**src/rtl/console_rx.sv**
```systemverilog
// Host-to-core console input. Host characters are queued in a FIFO. The core reads
// them back one at a time through a small register window, and a level IRQ signals that data is pending.
module console_rx #(
    parameter int DEPTH    = 16,
    parameter bit BLOCKING = 1'b1
) (
    input  logic        clk,
    input  logic        reset,
    input  logic        en_i,
    input  logic [3:0]  we_i,
    input  logic [3:0]  addr_i,
    input  logic [31:0] data_i,
    output logic [31:0] data_o,
    input  logic        char_valid_i,
    input  logic [7:0]  char_i,
    output logic        char_ready_o,
    output logic        irq_o
);

    localparam int AW = $clog2(DEPTH);

    logic [7:0]    mem [DEPTH];
    logic [AW-1:0] wr_ptr;
    logic [AW-1:0] rd_ptr;
    logic [AW:0]   count;
    logic          irq_en;
    logic          ovf;

    logic          full;
    logic          empty;
    logic [1:0]    sel;
    logic          rd_en;
    logic          ctrl_wr;
    logic          flush;
    logic          ovf_clr;
    logic          pop;
    logic          offer;
    logic          push;
    logic          drop;
    logic [31:0]   rdata;
    logic          unused_bits;

    assign full    = (count == (AW+1)'(DEPTH));
    assign empty   = (count == '0);
    assign sel     = addr_i[3:2];
    assign rd_en   = en_i && (we_i == 4'b0000);
    assign ctrl_wr = en_i && we_i[0] && (sel == 2'd2);
    assign flush   = ctrl_wr && data_i[2];
    assign ovf_clr = ctrl_wr && data_i[1];

    // Flush wins over everything in its cycle: the host char is swallowed and any DATA read sees empty.
    assign pop   = rd_en && (sel == 2'd0) && !empty && !flush;
    assign offer = char_valid_i && char_ready_o;
    assign push  = offer && (!full || pop) && !flush;
    assign drop  = offer && full && !pop && !flush;

    assign char_ready_o = BLOCKING ? !full : 1'b1;
    assign irq_o        = irq_en && !empty;

    assign unused_bits = ^{data_i[31:3], addr_i[1:0], we_i[3:1]};

    always_comb begin
        rdata = '0;
        case (sel)
            2'd0:    rdata = (empty || flush) ? 32'h8000_0000 : {24'b0, mem[rd_ptr]};
            2'd1:    rdata = {16'b0, 8'(count), 5'b0, ovf, full, !empty};
            2'd2:    rdata = {31'b0, irq_en};
            default: rdata = '0;
        endcase
    end

    always_ff @(posedge clk) begin
        if (reset) begin
            wr_ptr <= '0;
            rd_ptr <= '0;
            count  <= '0;
            irq_en <= 1'b0;
            ovf    <= 1'b0;
            data_o <= '0;
        end else begin
            if (flush) begin
                wr_ptr <= '0;
                rd_ptr <= '0;
                count  <= '0;
            end else begin
                if (push) wr_ptr <= wr_ptr + AW'(1);
                if (pop)  rd_ptr <= rd_ptr + AW'(1);
                count <= count + {{AW{1'b0}}, push} - {{AW{1'b0}}, pop};
            end
            // Clear first so a same-cycle overflow leaves the flag set.
            if (ovf_clr) ovf <= 1'b0;
            if (drop)    ovf <= 1'b1;
            if (ctrl_wr) irq_en <= data_i[0];
            if (rd_en)   data_o <= rdata;
        end
    end

    always_ff @(posedge clk) begin
        if (push) mem[wr_ptr] <= char_i;
    end

endmodule

```
**config.mk**
```make
export PLATFORM = sky130hd
export DESIGN_NAME = console_rx
export DESIGN_NICKNAME = d
export VERILOG_FILES = /design/src/rtl/console_rx.sv
export SDC_FILE = /design/constraint.sdc
export NUM_CORES = 1
export LEC_CHECK = 0
export ABC_AREA = 1
export CAP_MARGIN = 25
export CORE_MARGIN = 4
export CORE_UTILIZATION = 55
export DETAILED_ROUTE_END_ITERATION = 8
export GPL_ROUTABILITY_DRIVEN = 0
export PLACE_DENSITY = 0.85
export RECOVER_POWER = 50
export SYNTH_ARGS = -nofsm -noshare
export SYNTH_HDL_FRONTEND = slang
export SYNTH_SLANG_ARGS = --single-unit
```
**constraint.sdc**
```tcl
create_clock -name clk -period 3.5 [get_ports clk]
set_input_delay 0.7 -clock clk [delete_from_list [all_inputs] [get_ports clk]]
set_output_delay 0.7 -clock clk [all_outputs]
set_load 0.03 [all_outputs]
```
==> flow_summary.json, run 1 <==
{
  "grt_pass1_wl_um": 24900,
  "min_period_ns": 3.25,
  "gr-usage-met1": 0.279,
  "slew_headroom": 0.307,
  "ys_seq_area_frac": 0.656,
  "cts-buffers-inserted": 17,
  "first_pass_iters": 5,
  "fmax_mhz": 308,
  "final_nets": 739,
  "grt_busiest_layer": "met2",
  "overflow": 0,
  "dieHeight_um": 120,
  "clock-sinks": 161,
  "drv_cap": 0,
  "num_antenna_cells": 0,
  "hold_viol": 0,
  "drc_errors": 0,
  "grt_max_degree": 65,
  "ys_seq_elements": 161,
  "syn_area_sq_um": 6870,
  "area_growth_pct": 15.3,
  "crit_chain": "clkdlybuf4s50_1, or2_0, nor4_1, nand2_4, inv_2, ha_1, inv_1, ha_1, fa_1, inv_1, o21ai_0, a21oi_1, a21oi_1, o21a_1",
  "power.leakage_nw": 2.90,
  "whs_ns": 0.471,
  "period_share": 0.927,
  "io_buffers": 36,
  "row_count": 40,
  "synthCells": 628,
  "die-width_um": 120,
  "final_antenna_net_count": 0,
  "use_met3": 0.0434,
  "wl_per_cell_um": 18.5,
  "async_flop_share": 0,
  "path_class": "primary input to flip-flop",
  "regArea_sq_um": 4510,
  "insertion_delay_ns": 0.42,
  "worstPathArrival_ns": 3.56,
  "ys.flop_type": "edfxtp_1",
  "cp_slowest_stage_delay_ns": 0.49,
  "tightest_slew_ns": 1.04,
  "synth_edf_count": 128,
  "cts_resized": 0,
  "pin_count": 86,
  "core_sq_um": 12100,
  "hp-class": "flip-flop to flip-flop",
  "drive_gt1_frac": 0.0858,
  "die_area_sq_um": 14300,
  "multi_input_area_sq_um": 1920,
  "antenna_found_initial": 0,
  "setup_viol": 0,
  "fillers": 826,
  "track_usage": 0.225,
  "synth_common_cells": "128 x edfxtp_1, 107 x nor2_1, 81 x nand2_1",
  "grt_setup_unrepaired": "false",
  "synth.distinct_cells": 37,
  "grt_pass1_vias": 4876,
  "via_per_inst": 5.71,
  "gr-usage-met2": 0.381,
  "fin_worst_skew_ns": 0.00700,
  "synth_top_area_frac": 0.560,
  "status": "completed",
  "peakVddDrop_v": 0.000324,
  "power_density_nw_per_um2": 571,
  "dr_total_vias": 4886,
  "dp_hpwl_um": 9740,
  "post_cts_buffers": 0,
  "worstPathMaxFanout": 8,
  "yosysWarnings": 0,
  "final.setup.tns_ns": 0,
  "syn_avg_cell_area_sq_um": 10.9,
  "worstSetupEndpointType": "flip-flop",
  "cp_slowest_cell": "nor4_1",
  "final_util": 0.654,
  "synth_most_common_cell": "edfxtp_1",
  "critPathLaunchType": "primary input",
  "cts_hold_buf": 0,
  "htree_levels": 4,
  "wl_um": 15800,
  "clk_pin_slew_worst_paths_ns": 0.06,
  "cp.required_ns": 3.82,
  "root_buffer": "clkbuf_16",
  "tritoncts": "yes",
  "final-max-slew-violation-count": 0,
  "synth_area_leaders": "edfxtp_1 56%, dfxtp_1 9.6%, nor2_1 5.8%",
  "start_util": 0.567,
  "drtIter0Drc": 557,
  "clockBufferDepth": 2,
  "synth_largest_area_cell": "edfxtp_1"
}
## power by group
part / switching, mW / internal, mW
Clock: 0.706 / 1.18
Combinational: 0.309 / 0.151
Sequential: 0.0404 / 2.14
Total: 1.06 / 3.47
## path summary, 6_finish.rpt
| path | startpoint | endpoint | slack (ns) | cells past startpoint |
|---|---|---|---|---|
| max | we_i[1] | count[4] | 0.25 | 14 |
| max reg2reg | count[2] | count[4] | 0.49 | 17 |
| min | ovf | ovf | 0.47 | 2 |
| min reg2reg | ovf | ovf | 0.47 | 2 |
## routing by layer
metal	share of wire	up-vias
li1	-	2219
met1	0.38	2387
met2	0.51	244
met3	0.077	36
met4	0.031	0
met5	0	-
## through the flow
step	setup WS, ns	std cells	total power [mW]	instance area (sq um)
final	0.254	856	4.52	7920
after detailed placement	-0.0579	824	2.66	7340
after global routing	0.0779	856	4.68	7920
after global placement	0.0805	824	2.63	7340
after CTS	0.310	856	4.53	7940
after floorplan	0.728	645	2.51	6930
## cells in the final DEF (no fill, tap or decap), types with 11 or more instances in the layout
master	count
clkbuf_16	17
o21ai_1	13
buf_4	20
inv_1	41
nor2_1	107
clkdlybuf4s50_1	19
conb_1	18
edfxtp_1	128
o21ai_0	59
ha_1	11
dlygate4sd3_1	17
nand3_1	37
dfxtp_1	32
nand2_1	81
a21oi_1	25
o211ai_1	18
## flip-flops by register name, summed over array words and instances, names as in the netlist, named ones only
name	flops
mem	128
ovf	1
irq_en	1
count	5
data_o	14
rd_ptr	4
wr_ptr	4
## critical path: cells and delay by family
family,cells,cell delay (ns)
AO/OA/AOI/OAI,4,0.52
adder cells (fa/ha/maj),3,0.74
buffers and inverters,4,0.70
AND/OR/NAND/NOR,3,0.88
## cell families (layout without fill, tap and decap cells)
family          after synthesis  in the layout  synth area share
compound gates              123            123            0.0989
xor+xnor                      2              2           0.00255
fa+ha+maj                    12             12            0.0230
buf+inv                      90            133            0.0719
flops                       161            161             0.656
other cells                   1             18          0.000546
simple gates                239            239             0.147
## final cells by class
cell class,instances,share of cell area
sequential,161,0.569
multi-input combinational,394,0.242
timing repair buffer,57,0.0649
clock buffer,19,0.0547
tap,168,0.0265
inverter,44,0.0215
clock inverter,13,0.0210
(Power assumes the default switching activity.)
==> inputs of run 2 (changes only) <==
- ABC_AREA: 1 -> not set
- PLACE_DENSITY: 0.85 -> 0.86
==> run 2 against run 1 <==
Against the previous run: register-to-register slack got worse by 0.02 ns; clock power barely moved; critical endpoint unchanged; global-route usage fell by 0.64 points; flip-flop and latch count did not move; combinational power fell by 11%.
==> flow_summary.json, run 2 <==
{
  "period_share": 0.887,
  "row_count": 39,
  "dp_cells": 590,
  "insertion_delay_ns": 0.43,
  "peakVddDrop_v": 0.000515,
  "grt_setup_unrepaired": "false",
  "setup_viol": 0,
  "cts-buffers-inserted": 17,
  "fin_worst_skew_ns": 0.00889,
  "tritoncts": "yes",
  "hp-class": "flip-flop to flip-flop",
  "start_util": 0.570,
  "worstHoldStart": "data_o[9]",
  "cp.required_ns": 3.85,
  "hold_end": "data_o[9]",
  "grt_pass1_vias": 3934,
  "final_antenna_net_count": 0,
  "ys.flop_type": "edfxtp_1",
  "pin_count": 86,
  "dr_total_vias": 3809,
  "drv_cap": 0,
  "power_mw": 4.46,
  "synth_edf_count": 128,
  "worstPathMaxFanout": 3,
  "worstPathArrival_ns": 3.46,
  "post_cts_buffers": 0,
  "final-max-slew-violation-count": 0,
  "ys_seq_elements": 161,
  "clockBufferDepth": 2,
  "final_nets": 530,
  "num_antenna_cells": 0,
  "synthCells": 402,
  "area_growth_pct": 17.0,
  "final_cell_mix": "128 x edfxtp_1, 32 x dfxtp_1, 26 x clkdlybuf4s50_1",
  "holdPathStages": 2,
  "syn_area_sq_um": 6590,
  "critPathLaunchType": "primary input",
  "crit_chain": "clkdlybuf4s50_1, nor4b_1, nand4_1, inv_1, ha_1, inv_1, ha_1, fa_1, a21oi_1, nor2_1, or3_1, a21oi_1",
  "die_area_sq_um": 13800,
  "fmax_mhz": 322,
  "largest_reg_flops": 128,
  "slew_headroom": 0.420,
  "cp_slowest_cell": "nor4b_1",
  "power_density_nw_per_um2": 578,
  "worstSetupEndpointType": "flip-flop",
  "synth_area_leaders": "edfxtp_1 58%, dfxtp_1 10%, mux4_2 7.9%",
  "htree_levels": 4,
  "syn_avg_cell_area_sq_um": 16.4,
  "grt_max_degree": 18,
  "wl_per_cell_um": 23.2,
  "final_common_cell": "edfxtp_1",
  "cts_hold_buf": 0,
  "path_class": "primary input to flip-flop",
  "ys_seq_area_frac": 0.684,
  "hold_viol": 0,
  "final.setup.tns_ns": 0,
  "crit_buf_inv": 3,
  "clk_pin_slew_worst_paths_ns": 0.07,
  "overflow": 0,
  "first_pass_iters": 5,
  "synth_most_common_cell": "edfxtp_1",
  "synth_common_cells": "128 x edfxtp_1, 33 x dfxtp_1, 25 x nor2_1",
  "cts_resized": 0,
  "antenna_found_initial": 0,
  "wl_um": 14400,
  "fillers": 762,
  "dp_hpwl_um": 9540,
  "reg2reg_from": "count[2]",
  "grt_pass1_wl_um": 22400,
  "die-width_um": 117,
  "drtIter0Drc": 526,
  "min_period_ns": 3.11,
  "synth_largest_area_cell": "edfxtp_1",
  "top_regs": "mem (128), data_o (14), count (5)",
  "cp_slowest_stage_delay_ns": 0.49,
  "worst_r2r_path_depth": 13,
  "root_buffer": "clkbuf_16",
  "drive_gt1_frac": 0.163,
  "clock-sinks": 161,
  "drc_errors": 0,
  "synth_top_area_frac": 0.583,
  "track_usage": 0.219,
  "tightest_slew_ns": 0.868,
  "top_register": "mem",
  "async_flop_share": 0,
  "crit_family": "simple AND/OR/NAND/NOR gates",
  "via_per_inst": 6.13,
  "ff2ff_setup_slack_ns": 0.47,
  "status": "completed",
  "yosysWarnings": 0,
  "dieHeight_um": 117,
  "power.leakage_nw": 2.60,
  "core_sq_um": 11600,
  "io_buffers": 36,
  "synth.distinct_cells": 51,
  "rr_endpoint": "count[4]",
  "stdcell_count": 621
}
-- run 2: worst max path at each step --
| stage | end | cells past startpoint | start |
|---|---|---|---|
| 6_report | count[4] | 12 | we_i[0] |
| 3_5_place_dp | count[4] | 12 | we_i[0] |
| 4_1_cts | count[4] | 13 | count[2] |
| 5_1_grt | count[4] | 12 | we_i[0] |
| 3_3_place_gp | count[4] | 12 | we_i[0] |
| 2_1_floorplan | count[4] | 13 | count[2] |
-- run 2: stage by stage --
stage / util / cell area, sq um / setup slack (ns) / hold slack [ns]
CTS: 0.669 / 7730 / 0.472 / 0.457
global placement: 0.617 / 7140 / 0.167 / 0.438
floorplan: - / 6650 / 0.597 / 0.440
finish: 0.667 / 7710 / 0.394 / 0.451
global route: 0.667 / 7710 / 0.256 / 0.474
detailed placement: 0.617 / 7140 / 0.102 / 0.447
-- run 2: routing by layer --
metal  wire, um  vias to the layer above  track usage
met4        649                        0        0.113
met3       1180                       54       0.0630
met2       7200                      215        0.360
met5          0                        -            0
li1           -                     1656            -
met1       5390                     1884        0.264
-- run 2: kinds of logic after synthesis --
kind of cell | after synthesis | share of synthesized area
other | 1 | 0.000569
xor gates and xnor gates | 6 | 0.00798
DFF | 161 | 0.684
muxes | 35 | 0.119
adders and majority gates | 12 | 0.0239
and+or+nand+nor | 90 | 0.0684
AOI/OAI and AO/OA | 48 | 0.0494
buffers and inverters | 49 | 0.0465
-- run 2: power breakdown --
part           leakage, nW  switching (mW)  internal [mW]
logic                0.891           0.252          0.157
registers             1.42          0.0408           2.13
clock network        0.285           0.807           1.08
total                 2.60            1.10           3.36
-- run 2: cell type report --
cell class,instances,area (sq um),area share
Sequential cell,161,4510,0.584
Clock inverter,14,171,0.0222
Inverter,15,56.3,0.00730
Timing Repair Buffer,62,537,0.0696
Multi-Input combinational cell,209,1830,0.238
Clock buffer,17,425,0.0552
Tap cell,143,179,0.0232
-- run 2: tightest hold or removal path: stages, from the launching register on --
cell and delay [ns]:
dfxtp_1 0.31, nand2_1 0.05, a21oi_1 0.05
==> inputs of run 3 (changes only) <==
- PLACE_DENSITY: 0.86 -> 0.8
==> run 3 against run 2 <==
Against the previous run: clock power fell by 3%; die area did not move; worst hold slack got worse by 0.0025 ns; utilization fell by 0.11 points; clock skew rose by 0.0038 ns; power fell by 1.6%; routed wire length fell by 5.7%; sequential power barely moved; global-route usage fell by 1.4 points; critical path depth did not move; combinational power fell by 3%.
==> flow_summary.json, run 3 (same netlist as run 2, synthesis figures left out) <==
{
  "status": "completed",
  "cts-buffers-inserted": 17,
  "grt_pass1_vias": 3768,
  "clock-sinks": 161,
  "fin_worst_skew_ns": 0.0127,
  "wl_um": 13600,
  "internal_power_mw": 3.35,
  "insertion_delay_ns": 0.43,
  "pwr-share-clk": 0.416,
  "peakVddDrop_v": 0.000669,
  "drv_cap": 0,
  "drive_gt1_frac": 0.159,
  "place_area_sq_um": 7140,
  "top_regs": "mem (128), data_o (14), count (5)",
  "final_nets": 530,
  "area_growth_pct": 16.8,
  "overflow": 0,
  "path_class": "primary input to flip-flop",
  "setup_viol": 0,
  "io_buffers": 36,
  "power_mw": 4.38,
  "worstSetupEndpointType": "flip-flop",
  "fmax_mhz": 325,
  "dp_cells": 590,
  "tritoncts": "yes",
  "drc_errors": 0,
  "final_common_cell": "edfxtp_1",
  "wl_per_cell_um": 21.9,
  "grt_max_degree": 32,
  "seq_power_share": 0.493,
  "p_switching_mw": 1.04,
  "row_count": 39,
  "core_sq_um": 11600,
  "fillers": 751,
  "start_util": 0.570,
  "post_cts_buffers": 0,
  "dr_total_vias": 3664,
  "track_usage": 0.205,
  "fin_area_sq_um": 7700,
  "final.setup.tns_ns": 0,
  "comb_power_share": 0.090,
  "antenna_found_initial": 0,
  "dieHeight_um": 117,
  "top_register": "mem",
  "via_per_inst": 5.90,
  "largest_reg_flops": 128,
  "power.leakage_nw": 2.59,
  "pin_count": 86,
  "drtIter0Drc": 366,
  "hp-class": "flip-flop to flip-flop",
  "cp.required_ns": 3.85,
  "root_buffer": "clkbuf_16",
  "clockBufferDepth": 2,
  "stdcell_count": 621,
  "die_area_sq_um": 13800,
  "period_share": 0.880,
  "first_pass_iters": 5,
  "dp_hpwl_um": 8900,
  "grt_pass1_wl_um": 20900,
  "htree_levels": 4,
  "clk_pin_slew_worst_paths_ns": 0.06,
  "worstPathMaxFanout": 3,
  "worstPathArrival_ns": 3.43,
  "cts_resized": 0,
  "slew_headroom": 0.514,
  "whs_ns": 0.449,
  "final_cell_mix": "128 x edfxtp_1, 32 x dfxtp_1, 26 x clkdlybuf4s50_1",
  "final_antenna_net_count": 0,
  "min_period_ns": 3.08,
  "power_density_nw_per_um2": 570,
  "grt_setup_unrepaired": "false",
  "switching_share": 0.236,
  "critPathLaunchType": "primary input",
  "tightest_slew_ns": 0.723,
  "hold_viol": 0,
  "cts_hold_buf": 0,
  "final-max-slew-violation-count": 0,
  "num_antenna_cells": 0,
  "die-width_um": 117
}
==> run 3: power by group through the flow <==
stage                     clock, mW  sequential (mW)  combinational, mW
after floorplan                   0             2.19              0.275
after global placement            0             2.20              0.381
after detailed placement          0             2.20              0.394
after CTS                      1.85             2.16              0.400
after global routing           1.94             2.17              0.438
final                          1.82             2.16              0.397
==> run 3: cell type report <==
| class | count | area [sq um] | share of cell area |
|---|---|---|---|
| clock buffers | 18 | 429 | 0.0558 |
| clock inverters | 13 | 153 | 0.0198 |
| inverters | 15 | 56.3 | 0.00732 |
| multi-input cells | 209 | 1840 | 0.239 |
| flip-flops and latches | 161 | 4510 | 0.585 |
| well taps | 143 | 179 | 0.0232 |
| repair buffers | 62 | 533 | 0.0693 |
==> run 3: worst paths after layout <==
kind / from / end / slack [ns] / cells past startpoint
worst max-delay path: we_i[0] / count[4] / 0.42 / 12
worst max register to register: count[3] / count[4] / 0.50 / 13
worst min register to register: data_o[10] / data_o[10] / 0.45 / 2
worst min-delay path: data_o[10] / data_o[10] / 0.45 / 2
==> run 3: routing by layer <==
metal	vias up	track usage	part of all wire
met5	-	0	0
met1	1817	0.247	0.37
met3	32	0.0496	0.071
met2	153	0.351	0.53
met4	0	0.0938	0.028
li1	1662	-	-
==> run 3: critical path, stage by stage <==
cell	delay [ns]
dlygate4sd3_1	0.58
nor4b_2	0.38
nand4_1	0.20
inv_1	0.10
ha_1	0.12
inv_1	0.04
ha_1	0.20
fa_1	0.40
a21oi_1	0.16
nor2_1	0.06
or3_1	0.34
a21oi_1	0.13
==> run 3: stage by stage <==
stage | util | setup WS (ns)
floorplan | - | 0.597
global placement | 0.617 | 0.140
detailed placement | 0.617 | 0.107
CTS | 0.667 | 0.500
global route | 0.665 | 0.219
finish | 0.665 | 0.422
